[src/rtl/inst_fetch_pkg.sv]
// Shared types and constants for the RV32I instruction fetch stage.
// The misaligned-redirect feature of inst_fetch is enabled with INST_FETCH_MISALIGN_EN.
package inst_fetch_pkg;

    typedef logic [31:0] inst_bus_t;
    typedef logic [31:0] inst_addr_bus_t;

    localparam inst_bus_t      INST_NOP         = 32'h0000_0013;
    localparam inst_addr_bus_t RESET_PC_DEFAULT = 32'h0000_0000;

    typedef struct packed {
        inst_addr_bus_t addr;
        inst_bus_t      inst;
    } fetch_entry_t;

endpackage

[src/rtl/inst_fetch_fifo.sv]
// In-order buffer of {addr, inst} entries between the fetch port and decode.
// Clear has priority over push/pop; pop of an empty buffer is ignored.
module inst_fifo
    import inst_fetch_pkg::*;
#(
    parameter int DEPTH = 2
) (
    input  logic                   clk,
    input  logic                   rst_n,
    input  logic                   clear,
    input  logic                   push,
    input  fetch_entry_t           push_data,
    input  logic                   pop,
    output fetch_entry_t           head,
    output logic [$clog2(DEPTH):0] count
);

    localparam int PW = $clog2(DEPTH);
    localparam logic [PW-1:0] PTR_ONE  = PW'(1'b1);
    localparam logic [PW:0]   CNT_ONE  = (PW + 1)'(1'b1);
    localparam logic [PW:0]   CNT_FULL = (PW + 1)'(DEPTH);

    fetch_entry_t  mem_r [DEPTH];
    logic [PW-1:0] wr_ptr_r;
    logic [PW-1:0] rd_ptr_r;
    logic [PW:0]   count_r;
    logic [PW:0]   count_nxt_s;
    logic          do_push_s;
    logic          do_pop_s;

    assign do_pop_s  = pop && (count_r != {(PW + 1){1'b0}});
    assign do_push_s = push && ((count_r != CNT_FULL) || do_pop_s);

    // Next occupancy from the accepted push/pop pair.
    always_comb begin
        count_nxt_s = count_r;
        case ({do_push_s, do_pop_s})
            2'b10:   count_nxt_s = count_r + CNT_ONE;
            2'b01:   count_nxt_s = count_r - CNT_ONE;
            default: count_nxt_s = count_r;
        endcase
    end

    // Storage, pointers and occupancy.
    always_ff @(posedge clk or negedge rst_n) begin
        if (!rst_n) begin
            wr_ptr_r <= {PW{1'b0}};
            rd_ptr_r <= {PW{1'b0}};
            count_r  <= {(PW + 1){1'b0}};
            for (int i = 0; i < DEPTH; i++) mem_r[i] <= '0;
        end else if (clear) begin
            wr_ptr_r <= {PW{1'b0}};
            rd_ptr_r <= {PW{1'b0}};
            count_r  <= {(PW + 1){1'b0}};
        end else begin
            if (do_push_s) begin
                mem_r[wr_ptr_r] <= push_data;
                wr_ptr_r        <= wr_ptr_r + PTR_ONE;
            end
            if (do_pop_s) rd_ptr_r <= rd_ptr_r + PTR_ONE;
            count_r <= count_nxt_s;
        end
    end

    assign head  = mem_r[rd_ptr_r];
    assign count = count_r;

endmodule

[src/rtl/inst_fetch.sv]
// RV32I fetch stage: PC, fetch credit, stale-response dropping and address queue.
// Define INST_FETCH_MISALIGN_EN to add o_misalign and block fetch on misaligned redirects.
module inst_fetch
    import inst_fetch_pkg::*;
#(
    parameter logic [31:0] RESET_PC   = RESET_PC_DEFAULT,
    parameter int          FIFO_DEPTH = 2
) (
    input  logic        clk,
    input  logic        rst_n,
    output logic        o_mem_req,
    output logic [31:0] o_mem_addr,
    input  logic        i_mem_gnt,
    input  logic        i_mem_rvalid,
    input  logic [31:0] i_mem_rdata,
    input  logic        i_jump_flag,
    input  logic [31:0] i_jump_addr,
    output logic        o_inst_valid,
    output logic [31:0] o_inst,
    output logic [31:0] o_inst_addr,
    input  logic        i_id_ready
`ifdef INST_FETCH_MISALIGN_EN
    ,
    output logic        o_misalign
`endif
);

    localparam int CW = $clog2(FIFO_DEPTH) + 1;
    localparam int PW = CW - 1;
    localparam logic [CW-1:0] CNT_ONE   = CW'(1'b1);
    localparam logic [CW-1:0] DEPTH_CNT = CW'(FIFO_DEPTH);
    localparam logic [PW-1:0] PTR_ONE   = PW'(1'b1);

    logic [31:0]   pc_r;
    logic [CW-1:0] outstanding_r;
    logic [CW-1:0] drop_cnt_r;
    logic [31:0]   aq_mem_r [FIFO_DEPTH];
    logic [PW-1:0] aq_wr_r;
    logic [PW-1:0] aq_rd_r;
    logic [CW-1:0] fifo_count_s;
    fetch_entry_t  fifo_head_s;
    fetch_entry_t  push_entry_s;
    logic          credit_s;
    logic          fetch_block_s;
    logic          grant_s;
    logic          push_s;
    logic          pop_s;
    logic [31:0]   jump_pc_s;

`ifdef INST_FETCH_MISALIGN_EN
    logic misalign_r;

    // Sticky misaligned-target flag, re-evaluated on every redirect.
    always_ff @(posedge clk or negedge rst_n) begin
        if (!rst_n) begin
            misalign_r <= 1'b0;
        end else if (i_jump_flag) begin
            misalign_r <= (i_jump_addr[1:0] != 2'b00);
        end else begin
            misalign_r <= misalign_r;
        end
    end

    assign o_misalign    = misalign_r;
    assign fetch_block_s = misalign_r;
    assign jump_pc_s     = i_jump_addr;
`else
    assign fetch_block_s = 1'b0;
    assign jump_pc_s     = i_jump_addr & 32'hFFFF_FFFC;
`endif

    // Every granted fetch already owns a buffer slot, so responses never overflow.
    assign credit_s   = ({1'b0, fifo_count_s} + {1'b0, outstanding_r}) < {1'b0, DEPTH_CNT};
    assign o_mem_req  = !i_jump_flag && credit_s && !fetch_block_s;
    assign o_mem_addr = pc_r;
    assign grant_s    = o_mem_req && i_mem_gnt;
    assign push_s     = i_mem_rvalid && (drop_cnt_r == {CW{1'b0}}) && !i_jump_flag;
    assign pop_s      = o_inst_valid && i_id_ready;

    // PC, in-flight count and number of stale responses still to discard.
    always_ff @(posedge clk or negedge rst_n) begin
        if (!rst_n) begin
            pc_r          <= RESET_PC;
            outstanding_r <= {CW{1'b0}};
            drop_cnt_r    <= {CW{1'b0}};
        end else begin
            if (i_jump_flag) begin
                pc_r <= jump_pc_s;
            end else if (grant_s) begin
                pc_r <= pc_r + 32'd4;
            end else begin
                pc_r <= pc_r;
            end
            case ({grant_s, i_mem_rvalid})
                2'b10:   outstanding_r <= outstanding_r + CNT_ONE;
                2'b01:   outstanding_r <= outstanding_r - CNT_ONE;
                default: outstanding_r <= outstanding_r;
            endcase
            if (i_jump_flag) begin
                drop_cnt_r <= outstanding_r - {{(CW - 1){1'b0}}, i_mem_rvalid};
            end else if (i_mem_rvalid && (drop_cnt_r != {CW{1'b0}})) begin
                drop_cnt_r <= drop_cnt_r - CNT_ONE;
            end else begin
                drop_cnt_r <= drop_cnt_r;
            end
        end
    end

    // Address of each granted fetch, consumed by its in-order response (kept or dropped).
    always_ff @(posedge clk or negedge rst_n) begin
        if (!rst_n) begin
            aq_wr_r <= {PW{1'b0}};
            aq_rd_r <= {PW{1'b0}};
            for (int i = 0; i < FIFO_DEPTH; i++) aq_mem_r[i] <= 32'h0000_0000;
        end else begin
            if (grant_s) begin
                aq_mem_r[aq_wr_r] <= pc_r;
                aq_wr_r           <= aq_wr_r + PTR_ONE;
            end
            if (i_mem_rvalid) aq_rd_r <= aq_rd_r + PTR_ONE;
        end
    end

    assign push_entry_s = '{addr: aq_mem_r[aq_rd_r], inst: i_mem_rdata};

    inst_fifo #(
        .DEPTH(FIFO_DEPTH)
    ) u_inst_fifo (
        .clk      (clk),
        .rst_n    (rst_n),
        .clear    (i_jump_flag),
        .push     (push_s),
        .push_data(push_entry_s),
        .pop      (pop_s),
        .head     (fifo_head_s),
        .count    (fifo_count_s)
    );

    // Decode-side view of the buffer head; NOP at address 0 when empty.
    always_comb begin
        if (fifo_count_s != {CW{1'b0}}) begin
            o_inst_valid = 1'b1;
            o_inst       = fifo_head_s.inst;
            o_inst_addr  = fifo_head_s.addr;
        end else begin
            o_inst_valid = 1'b0;
            o_inst       = INST_NOP;
            o_inst_addr  = 32'h0000_0000;
        end
    end

endmodule
[config.mk]
export PLATFORM = sky130hd
export DESIGN_NAME = inst_fetch
export DESIGN_NICKNAME = d
export VERILOG_FILES = /design/src/rtl/inst_fetch_pkg.sv /design/src/rtl/inst_fetch_fifo.sv /design/src/rtl/inst_fetch.sv
export SDC_FILE = /design/constraint.sdc
export NUM_CORES = 1
export LEC_CHECK = 0
export ABC_CLOCK_PERIOD_IN_PS = 6450
export BUFFER_PORTS_ARGS = -buffer_cell sky130_fd_sc_hd__buf_2
export CORE_MARGIN = 1.5
export CORE_UTILIZATION = 59
export DETAILED_ROUTE_END_ITERATION = 10
export HOLD_SLACK_MARGIN = 0.08
export PLACE_DENSITY = 0.83
export SYNTH_ARGS = -nofsm -noshare
export SYNTH_HDL_FRONTEND = slang
export SYNTH_SLANG_ARGS = --single-unit
[constraint.sdc]
create_clock -name clk -period 6.45 [get_ports clk]
set_clock_uncertainty 0.15 [all_clocks]
set_input_delay 0.645 -clock clk [delete_from_list [all_inputs] [get_ports clk]]
set_output_delay 0.645 -clock clk [all_outputs]
set_load 0.005 [all_outputs]
=== After elaboration in Yosys (flattened, before gate mapping) ===
Index checks and enable logic that the tools add are counted.

* Register bits: 234
* Input bits: 70

* Equal/unequal tests: 5
* Muxes and demuxes: 26
* Magnitude comparators: 7
* Bitwise logic cells: 5
* Add/subtract/negate cells: 12
* Reduce and logical (&&, ||, !) cells: 22

{| class="wikitable"
|+ Operators with widths
! kind !! number
|-
| $mux W32 || 8
|-
| $mux W64 || 4
|-
| $bwmux W128 || 1
|-
| $bwmux W64 || 1
|-
| $demux W64 S1 || 1
|-
| $add A32 B3 Y32 const B || 1
|-
| $demux W32 S1 || 1
|-
| $reduce_bool A2 Y1 || 7
|-
| $logic_and A1 B1 Y1 || 10
|-
| $ge A2 B2 Y1 const B || 4
|-
| $not A1 Y2 || 4
|-
| $pmux W2 S2 || 2
|-
| $mux W2 || 3
|-
| $sub A2 B1 Y2 const B || 3
|-
| $mux W1 || 5
|-
| $add A1 B1 Y1 const B || 4
|-
| $add A2 B1 Y2 const B || 2
|-
| $eq A2 B1 Y1 const B || 2
|-
| $eq A2 B2 Y1 const B || 2
|-
| $lt A2 B1 Y1 const B || 2
|-
| $add A2 B2 Y3 || 1
|-
| $lt A3 B2 Y1 const B || 1
|-
| $reduce_bool A3 Y1 || 1
|-
| $logic_not A2 Y1 || 1
|-
| other kinds (6) || 6
|}

=== Logic depth before layout (Yosys ltp) ===
Gate-level depths: netlist of the first run.

* Depth after elaboration: 9
* Depth in mapped cells: 9
* Gate-level depth less buffers: 8

=== By module ===
Synthesis of the first run repeated with hierarchy kept, for this count alone.

* Cell total of the unflattened synthesis: 824
* Area, all modules: 10,973.0 um^2

{| class="wikitable"
|+ By module, submodules not included
! module !! seq. area each (um^2) !! cells each !! times used !! area an instance (um^2)
|-
| inst_fifo || 3,303.2 || 365 || 1 || 5,913.2
|-
| inst_fetch || 2,402.3 || 459 || 1 || 5,059.9
|}

=== Least setup slack after synthesis of the first run ===
No wires, ideal clock.

* Path kind: register -> register
* From: register u_inst_fifo.count_r[0], in the netlist u_inst_fifo.count[0]
* To: register pc_r[13], in the netlist o_mem_addr[13]
* Required time: 6.167 ns
* Cell stages (with the launch flop): 10
* Slack: 3.598 ns
* Setup time: 0.133 ns
* Path buffers: 2
* Data arrival time: 2.568 ns
* Path through: dfrtp_1 > clkbuf_1 > and2_1 > fa_1 > or3b_1 > buf_6 > nor2_2 > or4b_1 > xnor2_1 > o21ai_0

* Word-level cells in the longest chain between the ends: 5

{| class="wikitable"
|+ Ends and longest elaborated chain
! what !! line !! source
|-
| start: declaration || inst_fetch_fifo.sv:26 || <nowiki>logic [PW:0] count_r;</nowiki>
|-
| start signal: assignment || inst_fetch_fifo.sv:49 || <nowiki>count_r <= {(PW + 1){1'b0}};</nowiki>
|-
| start signal: assignment || inst_fetch_fifo.sv:54 || <nowiki>count_r <= {(PW + 1){1'b0}};</nowiki>
|-
| start signal: assignment || inst_fetch_fifo.sv:61 || <nowiki>count_r <= count_nxt_s;</nowiki>
|-
| $add A2 B2 Y3 || inst_fetch.sv:73 || <nowiki>assign credit_s = ({1'b0, fifo_count_s} + {1'b0, outstanding_r}) < {1'b0, DEPTH_CNT};</nowiki>
|-
| $lt A3 B2 Y1 || inst_fetch.sv:73 ||
|-
| $logic_and A1 B1 Y1 || inst_fetch.sv:74 || <nowiki>assign o_mem_req = !i_jump_flag && credit_s && !fetch_block_s;</nowiki>
|-
| $logic_and A1 B1 Y1 || inst_fetch.sv:76 || <nowiki>assign grant_s = o_mem_req && i_mem_gnt;</nowiki>
|-
| $reduce_bool A2 Y1 (no source line) || n/a ||
|-
| end signal: assignment || inst_fetch.sv:88 || <nowiki>pc_r <= jump_pc_s;</nowiki>
|-
| end signal: assignment || inst_fetch.sv:90 || <nowiki>pc_r <= pc_r + 32'd4;</nowiki>
|-
| end signal: assignment || inst_fetch.sv:92 || <nowiki>pc_r <= pc_r;</nowiki>
|-
| end: declaration || inst_fetch.sv:34 || <nowiki>logic [31:0] pc_r;</nowiki>
|}

No other way between the ends.
A chain may end at the register's enable or synchronous reset.

=== Worst setup path in the final report of the first run ===
* From: register u_inst_fifo.rd_ptr_r
* To: output o_inst_addr[11]

* Word-level cells in the longest chain between the ends: 5

{| class="wikitable"
|+ Ends and longest elaborated chain
! what !! line !! source
|-
| start: declaration || inst_fetch_fifo.sv:25 || <nowiki>logic [PW-1:0] rd_ptr_r;</nowiki>
|-
| start signal: assignment || inst_fetch_fifo.sv:48 || <nowiki>rd_ptr_r <= {PW{1'b0}};</nowiki>
|-
| start signal: assignment || inst_fetch_fifo.sv:53 || <nowiki>rd_ptr_r <= {PW{1'b0}};</nowiki>
|-
| start signal: assignment || inst_fetch_fifo.sv:60 || <nowiki>if (do_pop_s) rd_ptr_r <= rd_ptr_r + PTR_ONE;</nowiki>
|-
| $not A1 Y2 (not written as such) || inst_fetch_fifo.sv:65 || <nowiki>assign head = mem_r[rd_ptr_r];</nowiki>
|-
| $mux W64 (not written as such) (3 in a row) || inst_fetch_fifo.sv:65 ||
|-
| $mux W32 || inst_fetch.sv:141 || <nowiki>if (fifo_count_s != {CW{1'b0}}) begin</nowiki>
|-
| end: declaration || inst_fetch.sv:20 || <nowiki>output logic [31:0] o_inst_addr,</nowiki>
|}

No other way between the ends. The select of a mux whose other input is x is not followed.

==> results of run 1 <==
## cells in the mapped netlist, types with 2 or more instances
library cell,instances
sky130_fd_sc_hd__a211oi_1,2
sky130_fd_sc_hd__a21oi_1,64
sky130_fd_sc_hd__and2_1,3
sky130_fd_sc_hd__and3_1,3
sky130_fd_sc_hd__buf_1,14
sky130_fd_sc_hd__buf_2,12
sky130_fd_sc_hd__buf_4,4
sky130_fd_sc_hd__buf_6,2
sky130_fd_sc_hd__clkbuf_1,24
sky130_fd_sc_hd__dfrtp_1,224
sky130_fd_sc_hd__ha_1,4
sky130_fd_sc_hd__inv_1,8
sky130_fd_sc_hd__mux2_2,123
sky130_fd_sc_hd__mux2i_1,93
sky130_fd_sc_hd__nand2_1,49
sky130_fd_sc_hd__nand2b_1,2
sky130_fd_sc_hd__nand3_1,19
sky130_fd_sc_hd__nand4_1,10
sky130_fd_sc_hd__nor2_1,134
sky130_fd_sc_hd__nor3_1,5
sky130_fd_sc_hd__nor3_2,3
sky130_fd_sc_hd__nor3b_1,2
sky130_fd_sc_hd__nor4_1,3
sky130_fd_sc_hd__o211ai_1,3
sky130_fd_sc_hd__o21ai_0,24
sky130_fd_sc_hd__o21ai_1,5
sky130_fd_sc_hd__xnor2_1,16
sky130_fd_sc_hd__xor2_1,18
## cell type report
cell class,instances,area [sq um],area share [%]
Sequential cell,224,5610,47.3
Multi-Input combinational cell,602,4310,36.4
Timing Repair Buffer,171,893,7.54
Clock buffer,33,644,5.44
Tap cell,220,275,2.32
Clock inverter,8,87.6,0.739
Inverter,8,30.0,0.253
## state kept, by name, indices dropped and copies added (netlist names)
register / flops
o_mem_addr: 30
drop_cnt_r: 2
aq_rd_r: 1
u_inst_fifo.rd_ptr_r: 1
u_inst_fifo.count: 2
aq_mem_r: 60
u_inst_fifo.mem_r: 124
aq_wr_r: 1
outstanding_r: 2
u_inst_fifo.wr_ptr_r: 1
## power by group through the flow
| stage | sequential, W | combinational (W) | clock [W] |
|---|---|---|---|
| finish | 0.00237 | 0.00133 | 0.00128 |
| global route | 0.00244 | 0.00148 | 0.00136 |
| CTS | 0.00237 | 0.00135 | 0.00130 |
| detailed placement | 0.00239 | 0.00133 | 0 |
| global placement | 0.00234 | 0.00128 | 0 |
| floorplan | 0.00222 | 0.00107 | 0 |
## stage by stage
| step | cells | power [W] | cell area, sq um | setup WS, ps |
|---|---|---|---|---|
| detailed placement | 1224 | 0.00372 | 11100 | 3260 |
| finish | 1266 | 0.00498 | 11900 | 3170 |
| global placement | 1224 | 0.00362 | 11100 | 3280 |
| CTS | 1266 | 0.00501 | 11900 | 3120 |
| global route | 1266 | 0.00528 | 11900 | 3030 |
| floorplan | 892 | 0.00329 | 10200 | 3600 |
## critical path, cell delays in order, from the launching register on
cell                      delay [ps]
sky130_fd_sc_hd__dfrtp_4         600
sky130_fd_sc_hd__buf_4           780
sky130_fd_sc_hd__mux2i_1         370
sky130_fd_sc_hd__nor2_1           60
sky130_fd_sc_hd__buf_2           160
## layer usage
| layer | up-vias | share of wire [%] | track usage (%) | wire (microns) |
|---|---|---|---|---|
| li1 | 3342 | - | - | - |
| met1 | 3514 | 44 | 33.7 | 9690 |
| met2 | 232 | 49 | 42.3 | 10800 |
| met3 | 37 | 4.9 | 3.89 | 1070 |
| met4 | 0 | 2.0 | 6.93 | 446 |
| met5 | - | 0 | 0 | 0 |
## worst min path at each step
stage                                end  slack, ps  depth (start not counted)
after floorplan             aq_mem_r[10]        200                          0
after global placement      aq_mem_r[13]        310                          2
after detailed placement    aq_mem_r[17]        330                          2
after CTS                 o_mem_addr[11]        170                          3
after global routing       o_mem_addr[4]        180                          3
final                     o_mem_addr[11]        180                          3
## cell families after synthesis
| family | Yosys count | share of synthesized area (%) |
|---|---|---|
| flip-flops | 224 | 55.0 |
| adder cells (fa/ha/maj) | 5 | 0.687 |
| multiplexers | 216 | 22.7 |
| buffers and inverters | 66 | 3.02 |
| other | 1 | 0.0368 |
| AO/OA/AOI/OAI | 100 | 5.09 |
| AND/OR/NAND/NOR | 243 | 10.5 |
| XOR/XNOR | 34 | 2.92 |
==> metrics.yaml, run 1 <==
viasPerCell: 5.63
critical_path_class: "register to primary output"
synth_area_sq_um: 10200
fin_crit_sh_pct: 50.8
power.combinational.fraction_pct: 26.8
largest_net_degree_at_the_start_of_global_routing: 112
final_period_minus_worst_setup_slack_ps: 3280
ys_ff_latch: 224
detailed_placer_s_ending_hpwl_microns: 14100
critical_path.max_fanout: 49
number_of_global_route_vias_before_repair: 7237
regToRegEndpoint: "o_mem_addr[13]"
post-synth-top-area-cell: "sky130_fd_sc_hd__dfrtp_1"
holdWs_ps: 175
dieWidth_microns: 134
crit_required_ps: 5650
drcViolationCount: 0
groute.usage.overall_pct: 25.0
cts_root_buf: "sky130_fd_sc_hd__clkbuf_16"
tritoncts_num_sinks: 224
antenna_cells: 0
detail_route.wl_per_cell_microns: 17.4
ctsResizeCount: 0
clkSlewWorstSetupHoldPaths_ps: 60
power_switching_w: 0.00154
place.gp.congestion: 0.776
slew_headroom_pct: 25.8
p_seq_share_pct: 47.5
setup_viol: 0
final_core_utilization_pct: 70.7
core-area_sq_um: 16800
top_level_ports: 168
detail-route-antenna-nets: 0
cap_violations: 0
ys_types: 44
initial_antenna_violation_count: 0
maxClockFrequency_mhz: 305
num_rows: 47
power.switching_fraction_pct: 31.0
cp_data_arrival_time_ps: 2480
final_hold_viol_count: 0
crit_path_start_kind: "register"
total_wire_length_after_detailed_routing_microns: 22000
tightest_slew_ps: 1110
tritoncts: "yes"
worst_setup_path_end_kind: "primary output"
cts.repair_timing.setup_buffer_count: 0
area.growth.synth_to_final_pct: 16.3
slew_viol_final: 0
p_int_w: 0.00344
reg2reg_depth: 7
cts.hold.buffers_added: 1
fill_cells: 1221
power.density_nw_per_um2: 420
final.setup.tns_ps: 0
layout.cells.most_common_list: "222 x sky130_fd_sc_hd__dfrtp_1, 160 x sky130_fd_sc_hd__buf_2, 132 x sky130_fd_sc_hd__nor2_1"
initial_core_util_pct: 60.8
nets: 1106
clkLatencyLatePin_ps: 530
ctsHtreeMaxLevel: 1
post_synthesis_area_per_instance_sq_um: 11.5
postSynthCellCount: 889
grt_overflow_total: 0
die_area_sq_um: 18100
cts_max_path_buffers: 3
synth.area.top_cells: "sky130_fd_sc_hd__dfrtp_1 55%, sky130_fd_sc_hd__mux2_2 14%, sky130_fd_sc_hd__mux2i_1 9.1%"
setup_repair_after_global_routing_missed_its_margin: "false"
result_of_the_run: "completed"
synthDominantCellAreaShare_pct: 55.0
r2r_setup_slack_ps: 3230
total_leakage_power_nw: 5.49
dieHeight_microns: 134
regToRegStartpoint: "u_inst_fifo.count[0]"
setup.worst_path.start: "u_inst_fifo.rd_ptr_r"
buffer_ports.inserted: 161
cp-endpoint: "o_inst_addr[11]"
hp-class: "primary input to register"
grt_first_pass_wirelength_microns: 36200
number_of_enable_flip_flop_cells_after_synthesis: 0
vias: 7125
drt_pre_antenna_iters: 5
cts_inserted_buffers: 24
synth.yosys.seq_area_share_pct: 55.0
layout_commonest_cell: "sky130_fd_sc_hd__dfrtp_1"
yosysWarningCount: 0
drive_above_1_share_pct: 32.6
drtIter0Drc: 402
hold_start: "i_jump_addr[11]"
clockPowerShare_pct: 25.7
synth_top_flop_cell: "sky130_fd_sc_hd__dfrtp_1"
synth_async_sr_flop_share_pct: 100
power.ir.vdd_worst_mv: 0.247
(Power assumes the default switching activity.)
==> inputs of run 2 (changes only) <==
Settings changed: ABC_AREA from default to 1, ABC_CLOCK_PERIOD_IN_PS 6450 to 3000, CORE_UTILIZATION 59 to 52, PLACE_DENSITY 0.83 to 0.77.
Clock period 6.45 ns to 3 ns, I/O delays scaled along.
==> run 2 against run 1 <==
Compared with the run above: clock-buffer cell count up 1; register-to-register slack worse by 2800 ps; power up 150%; routed wire length up 24%; critical path type is now register to register.
==> metrics.yaml, run 2 <==
final.setup.tns_ps: 0
critical_path_class: "register to register"
die_area_sq_um: 21800
cp_data_arrival_time_ps: 2850
synth_top_family_by_area: "simple AND/OR/NAND/NOR gates"
detail_route.wl_per_cell_microns: 14.7
cap_violations: 0
setup_viol: 0
synth_mux_area_share_pct: 0
crit_path_start_kind: "register"
tritoncts: "yes"
synth-compound-area-share_pct: 15.8
num_rows: 52
detail-route-antenna-nets: 0
ctsResizeCount: 0
hp-class: "primary input to register"
ys_ff_latch: 224
groute.usage.overall_pct: 25.4
drcViolationCount: 0
worst_setup_path_end_kind: "register"
critPathSlowestCell: "sky130_fd_sc_hd__fa_1"
core-area_sq_um: 20400
dieWidth_microns: 148
result_of_the_run: "completed"
layout.cells.most_common_list: "496 x sky130_fd_sc_hd__nand2_1, 223 x sky130_fd_sc_hd__dfrtp_1, 160 x sky130_fd_sc_hd__buf_2"
synth.area.top_cells: "sky130_fd_sc_hd__dfrtp_1 51%, sky130_fd_sc_hd__nand2_1 17%, sky130_fd_sc_hd__o21ai_0 6.8%"
drive_above_1_share_pct: 15.3
synth_async_sr_flop_share_pct: 100
fin_crit_sh_pct: 87.1
buffer_ports.inserted: 161
largest_register_ff_count: 124
synth.top_cells.by_count: "496 x sky130_fd_sc_hd__nand2_1, 224 x sky130_fd_sc_hd__dfrtp_1, 149 x sky130_fd_sc_hd__o21ai_0, 126 x sky130_fd_sc_hd__inv_1, 64 x sky130_fd_sc_hd__a21oi_1"
setup_repair_after_global_routing_missed_its_margin: "false"
place.gp.congestion: 0.867
ys_types: 35
yosysWarningCount: 0
power.ir.vdd_worst_mv: 0.614
power.density_nw_per_um2: 941
cts_max_path_buffers: 3
crit_required_ps: 3240
timing.critical_path.max_delay_family: "adder cells"
dieHeight_microns: 148
drtIter0Drc: 792
tightest_slew_ps: 870
final_core_utilization_pct: 64.9
total_leakage_power_nw: 6.61
synth_area_sq_um: 10900
largest_net_degree_at_the_start_of_global_routing: 95
numPlacedInstances: 1746
grt_overflow_total: 0
clkLatencyLatePin_ps: 510
path_buf_inv: 1
initial_core_util_pct: 53.5
synthMostInstantiatedCell: "sky130_fd_sc_hd__nand2_1"
cts_inserted_buffers: 24
post_synth_xor_area_fraction_pct: 1.53
layout_commonest_cell: "sky130_fd_sc_hd__nand2_1"
tritoncts_num_sinks: 224
maxClockFrequency_mhz: 383
final_period_minus_worst_setup_slack_ps: 2610
final_hold_viol_count: 0
detailed_placer_s_ending_hpwl_microns: 16900
synth_simple_gate_area_share_pct: 21.5
cts.repair_timing.setup_buffer_count: 0
grt_first_pass_wirelength_microns: 45400
post_synthesis_area_per_instance_sq_um: 7.92
cts.hold.buffers_added: 65
total_wire_length_after_detailed_routing_microns: 27200
postSynthCellCount: 1375
ctsHtreeMaxLevel: 1
cts_root_buf: "sky130_fd_sc_hd__clkbuf_16"
antenna_cells: 0
largest_register: "u_inst_fifo.mem_r"
yosys.area_share.adder_pct: 0.643
post-synth-top-area-cell: "sky130_fd_sc_hd__dfrtp_1"
number_of_enable_flip_flop_cells_after_synthesis: 0
drt_pre_antenna_iters: 7
nets: 1642
timing.critical_path.slowest_cell_delay_ps: 490
clkSlewWorstSetupHoldPaths_ps: 60
critical_path.max_fanout: 13
top_level_ports: 168
synth_top_flop_cell: "sky130_fd_sc_hd__dfrtp_1"
number_of_global_route_vias_before_repair: 9211
initial_antenna_violation_count: 0
vias: 9659
viasPerCell: 5.21
crit_chain: "nand2_1 > inv_1 > fa_1 > nor3_4 > nand2_2 > ha_1 > a21oi_1 > o21ai_0 > xnor2_1"
slew_headroom_pct: 41.9
area.growth.synth_to_final_pct: 21.3
synthDominantCellAreaShare_pct: 51.5
synth.yosys.seq_area_share_pct: 51.5
slew_viol_final: 0
post_layout_nonfiller_instances: 1853
[run 2: final timing paths]
path | startpoint | endpoint | slack (ps) | cells past startpoint
setup / recovery | u_inst_fifo.count[0] | outstanding_r[1] | 390 | 9
hold / removal | i_id_ready | u_inst_fifo.rd_ptr_r | 110 | 4
setup reg to reg | u_inst_fifo.count[0] | outstanding_r[1] | 390 | 9
hold reg to reg | u_inst_fifo.mem_r[110] | u_inst_fifo.mem_r[110] | 320 | 2
max in group asynchronous | rst_n | aq_mem_r[59] | 1580 | 3
min in group asynchronous | rst_n | u_inst_fifo.mem_r[16] | 250 | 2
[run 2: where the power goes]
group          leakage, nW  internal, W  switching [W]
clock                0.384      0.00170        0.00114
combinational         3.48      0.00167        0.00266
sequential            2.75      0.00437       0.000896
total                 6.61      0.00774        0.00469
[run 2: layout make-up]
class | instances | area [sq um]
Clock inverter | 8 | 65.1
Fill cell | 1717 | 7150
Inverter | 131 | 492
Sequential cell | 224 | 5610
Tap cell | 270 | 338
Multi-Input combinational cell | 940 | 4320
Timing Repair Buffer | 246 | 1690
Clock buffer | 34 | 699
[run 2: cells by family (layout without fill, tap and decap cells)]
group | count (synthesis) | count (layout)
AND/OR/NAND/NOR | 592 | 592
AO/OA/AOI/OAI | 320 | 320
flip-flops | 224 | 224
buffers and inverters | 214 | 419
XOR/XNOR | 19 | 19
adder cells (fa/ha/maj) | 5 | 5
other | 1 | 4
[run 2: worst register-to-register path, delay by kind of cell, from the launching register on]
| family | cells | cell delay (ps) |
|---|---|---|
| xor gates and xnor gates | 1 | 140 |
| DFF | 1 | 430 |
| and+or+nand+nor | 3 | 620 |
| buffers and inverters | 1 | 40 |
| AOI/OAI and AO/OA | 2 | 240 |
| adders and majority gates | 2 | 880 |
[run 2: stage by stage]
step | instance area (sq um) | hold WS, ps | setup WS, ps | total power (W)
floorplan | 10900 | -146 | 464 | 0.00794
global placement | 11800 | 254 | 437 | 0.00930
detailed placement | 11800 | 256 | 394 | 0.00949
CTS | 13200 | 83.2 | 382 | 0.0125
global route | 13200 | 126 | 304 | 0.0134
finish | 13200 | 107 | 387 | 0.0124
[run 2: routing by layer]
metal  global-route usage [%]  routed length [microns]
met1                     37.3                    12500
met2                     40.1                    12500
met3                     3.12                     1680
met4                     6.60                      539
met5                        0                        0
